### config.mk
export PLATFORM = sky130hd
export DESIGN_NAME = serial_reader
export DESIGN_NICKNAME = d
export VERILOG_FILES = /design/src/rtl/serial_reader_pkg.sv /design/src/rtl/bit_counter.sv /design/src/rtl/serial_reader.sv
export SDC_FILE = /design/constraint.sdc
export NUM_CORES = 1
export LEC_CHECK = 0
export ABC_AREA = 1
export CAP_MARGIN = 20
export CORE_MARGIN = 4
export CORE_UTILIZATION = 40
export CTS_BUF_LIST = sky130_fd_sc_hd__clkbuf_2
export CTS_CLUSTER_DIAMETER = 120
export DETAILED_ROUTE_END_ITERATION = 10
export PLACE_DENSITY = 0.74
export SLEW_MARGIN = 10
export SYNTH_ARGS = -nofsm -noshare
export SYNTH_HDL_FRONTEND = slang
export SYNTH_SLANG_ARGS = --single-unit
### constraint.sdc
create_clock -name clk -period 1 [get_ports clk]
set_input_delay 0.15 -clock clk [delete_from_list [all_inputs] [get_ports clk]]
set_output_delay 0.15 -clock clk [all_outputs]
set_load 0.05 [all_outputs]
### src/rtl/serial_reader_pkg.sv
// Shared definitions for the serial_reader block.
// Holds the FSM state encoding, the default word width and a helper that
// sizes the bit counter for a given word width.
package serial_reader_pkg;

  localparam int unsigned DEFAULT_WIDTH = 8;

  typedef enum logic {
    IDLE  = 1'b0,
    SHIFT = 1'b1
  } state_t;

  // Counter width: clog2(width) bits, never fewer than one.
  function automatic int unsigned cnt_width(input int unsigned width);
    return (width > 1) ? $clog2(width) : 1;
  endfunction

endpackage

### src/rtl/bit_counter.sv
// Bit counter used by serial_reader to track how many bits of the current
// word have been transferred.
// Ports:
//   clk    - rising-edge clock
//   reset  - synchronous active-high reset (count -> 0)
//   clear  - synchronous clear (count -> 0), takes priority over inc
//   inc    - increment enable
//   count  - current count
module bit_counter #(
  parameter int unsigned W = 1
) (
  input  logic         clk,
  input  logic         reset,
  input  logic         clear,
  input  logic         inc,
  output logic [W-1:0] count
);

  // Counter register; clear wins over increment.
  always_ff @(posedge clk) begin
    if (reset) begin
      count <= '0;
    end else if (clear) begin
      count <= '0;
    end else if (inc) begin
      count <= count + W'(1);
    end
  end

endmodule

### src/rtl/serial_reader.sv
// Parallel-to-serial reader: captures a WIDTH-bit word on load and shifts it
// out LSB first over a valid/ready handshake, pulsing done for one cycle
// after the last bit is accepted.
// Ports:
//   clk        - rising-edge clock
//   reset      - synchronous active-high reset
//   load       - capture data_in (honoured only in IDLE)
//   data_in    - parallel word to serialize
//   out_ready  - consumer accepts serial_out this cycle
//   serial_out - current bit (0 when out_valid is low)
//   out_valid  - serial_out holds a valid bit
//   busy       - a word is being shifted out
//   done       - one-cycle pulse after the last transfer
module serial_reader
  import serial_reader_pkg::*;
#(
  parameter int unsigned WIDTH = DEFAULT_WIDTH
) (
  input  logic             clk,
  input  logic             reset,
  input  logic             load,
  input  logic [WIDTH-1:0] data_in,
  input  logic             out_ready,
  output logic             serial_out,
  output logic             out_valid,
  output logic             busy,
  output logic             done
);

  localparam int unsigned CW = cnt_width(WIDTH);

  state_t           state;
  state_t           state_next;
  logic [WIDTH-1:0] sreg;
  logic [WIDTH-1:0] sreg_next;
  logic             done_next;
  logic             cnt_clear;
  logic             cnt_inc;
  logic [CW-1:0]    cnt;
  logic             last_bit;

  bit_counter #(
    .W (CW)
  ) u_bit_counter (
    .clk   (clk),
    .reset (reset),
    .clear (cnt_clear),
    .inc   (cnt_inc),
    .count (cnt)
  );

  assign last_bit = (cnt == CW'(WIDTH - 1));

  // State, shift register and done pulse registers.
  always_ff @(posedge clk) begin
    if (reset) begin
      state <= IDLE;
      sreg  <= '0;
      done  <= 1'b0;
    end else begin
      state <= state_next;
      sreg  <= sreg_next;
      done  <= done_next;
    end
  end

  // Next-state and datapath control.
  always_comb begin
    state_next = state;
    sreg_next  = sreg;
    done_next  = 1'b0;
    cnt_clear  = 1'b0;
    cnt_inc    = 1'b0;
    case (state)
      IDLE: begin
        if (load) begin
          sreg_next  = data_in;
          cnt_clear  = 1'b1;
          state_next = SHIFT;
        end
      end
      SHIFT: begin
        // load is ignored here; only a handshake moves the word along.
        if (out_ready) begin
          sreg_next = sreg >> 1;
          if (last_bit) begin
            // Clear rather than increment so the count never reaches WIDTH.
            cnt_clear  = 1'b1;
            done_next  = 1'b1;
            state_next = IDLE;
          end else begin
            cnt_inc = 1'b1;
          end
        end
      end
      default: state_next = IDLE;
    endcase
  end

  // Outputs decoded from registered state only.
  assign out_valid  = (state == SHIFT);
  assign busy       = (state == SHIFT);
  assign serial_out = (state == SHIFT) ? sreg[0] : 1'b0;

endmodule

==> results.tsv <==
metric	value	unit
dieHeight	49.6	um
die_w	49.6	um
r2r_setup_slack	-0.13	ns
fillers	96	
finalHoldViolCount	0	
synth_area	691	um^2
ys_types	16	
slew_viol_final	0	
grt_max_degree	10	
hp-class	primary input to flop	
status	complete, but fails checks	
clock_sinks	13	
routed.top_layer	met4	
gr-total-overflow	0	
fp.dieArea	2460	um^2
firstDrtPassIters	4	
antenna_left	0	
cts-htree-levels	1	
rsz0062_at_grt	yes	
cts_buffer_depth	2	
synth_area_leaders	dfxtp_1 38%, nand2_1 18%, nor2_1 8.2%	
vdd_drop_max	0.734	mV
layout_min_cycle_time	1.13	ns
antenna_found_initial	0	
syn_inst	104	
cts_tree	done	
dp.cells	139	
start_util	43.8	%
power.density	1070	nW/um^2
synthesis.nets	118	
ys_ff_latch	13	
clkTransAtPathRegs	0.14	ns
violations	negative setup slack	
worstSetupStartpointType	flop	
wl_met3	102	um
insertion_delay	0.29	ns
fin_area	1180	um^2
grt_pass1_vias	652	
fin_worst_skew	0.0141	ns
numCtsBuffers	3	
wl_met2	991	um
grt_usage	14.9	%
tightest_slew	0.440	ns
setup_viol	15	
io_pins	16	
final_nets	151	
design.core.area	1580	um^2
post-route-drc-count	0	
diodes	0	
final_cells	152	
finalCritPeriodShare	113	%
path_class	flop to flop	
end_kind	flop	
crit_path_max_fanout	7	
crit_arrival	1.35	ns
netlist.area_leader.share	37.7	%
dp.final_hpwl	1.14	mm
routed_via_density	5.14	
fin_ws	-0.127	ns
gp_congestion	0.746	
area_delta_synth_final	71.4	%
placed_area	942	um^2
post_drt_wl_per_cell	13.4	um
slew_headroom	70.6	%
max_cap_violations	0	
io_buffers	15	
synth_warnings	0	
p_leak	0.538	nW
p_total	0.00126	W
drive_gt1_share	39.7	%
max_freq	887	MHz
vias	781	
cp.required	1.22	ns
synth.largest_area_cell	dfxtp_1	
clockRootBuffer	clkbuf_2	
synth-seq-area-share	37.7	%
drt-met1-wl	894	um
syn_avg_cell_area	6.64	um^2
initialDrtViolationCount	13	
grt_first_pass_wirelength	2.84	mm
drt-total-wl	2.04	mm
rows	14	
synthesized netlist by cell type:
cell / n
nor2_4: 1
nor2_2: 1
nor2_1: 15
nand4_1: 2
nand2_4: 2
inv_2: 2
inv_1: 11
nand3_2: 1
dfxtp_1: 13
ha_1: 2
clkinv_1: 1
buf_6: 1
nand2_1: 34
nand3_1: 11
a21oi_1: 5
buf_4: 2
layer usage:
metal | vias up | global-route usage, %
met1 | 358 | 18.1
met5 | - | 0
met3 | 7 | 4.22
met4 | 0 | 6.45
li1 | 387 | -
met2 | 29 | 24.2
where the power goes:
part | switching, W | internal, W | total (W)
registers | 0.0000271 | 0.000550 | 0.000577
logic | 0.000205 | 0.000188 | 0.000393
clock network | 0.000188 | 0.000106 | 0.000294
logic make-up after synthesis:
| kind of cell | Yosys count | synth area share, % |
|---|---|---|
| simple gates | 67 | 43.7 |
| buf+inv | 17 | 11.4 |
| flops | 13 | 37.7 |
| compound gates | 5 | 3.62 |
| fa+ha+maj | 2 | 3.62 |
path summary, 6_finish.rpt:
kind,start,end,cells past startpoint
worst min register to register,sreg[7]$_SDFFE_PP0P_,sreg[7]$_SDFFE_PP0P_,2
worst max register to register,busy$_SDFF_PP0_,sreg[0]$_SDFFE_PP0P_,6
worst max-delay path,busy$_SDFF_PP0_,sreg[0]$_SDFFE_PP0P_,6
worst min-delay path,data_in[7],sreg[7]$_SDFFE_PP0P_,3
registers in the layout (all words and copies together) (netlist names):
name	count
done	1
busy	1
u_bit_counter.count	3
sreg	8
area by class of cell:
class                   instances  area [um^2]  area share (%)
clock buffers                   4         20.0            1.69
inverters                      14         66.3            5.60
multi-input cells              74          484            40.9
flip-flops and latches         13          269            22.7
well taps                      16         20.0            1.69
repair buffers                 31          324            27.4
placed cells by master, fill, tap and decap left out, drive strengths merged:
cell,count
nand4,2
dfxtp,13
nor2,17
inv,12
dlymetal6s2s,1
clkdlybuf4s50,10
nand3,12
a21oi,5
clkbuf,4
ha,2
nand2,36
buf,20
clkinv,1
clkinvlp,1
stage by stage:
step / setup TNS (ns) / setup slack, ns / utilization, % / hold WS, ns
after floorplan: -0.467 / -0.0947 / - / 0.219
after global placement: -2.69 / -0.250 / 59.8 / 0.454
after detailed placement: -3.00 / -0.292 / 59.8 / 0.459
after CTS: -0.936 / -0.133 / 67.9 / 0.444
after global routing: -1.72 / -0.177 / 75.1 / 0.426
final: -0.962 / -0.127 / 75.1 / 0.429
critical path, stage by stage (launching register included):
cell and delay [ns]:
dfxtp_4 0.40, buf_6 0.14, nand2_8 0.06, inv_4 0.04, nor2_4 0.19, nor2_1 0.09, nor2_1 0.15
repair_timing:
| item | CTS | global route |
|---|---|---|
| endpoints found under the setup margin | 16 | 16 |
| setup buffers | 5 | 4 |
| pin swaps | 4 | 8 |
| hold buffers | 0 | 0 |
| resized for setup | 14 | 22 |
No activity file was read; power rests on OpenSTA's default activity.
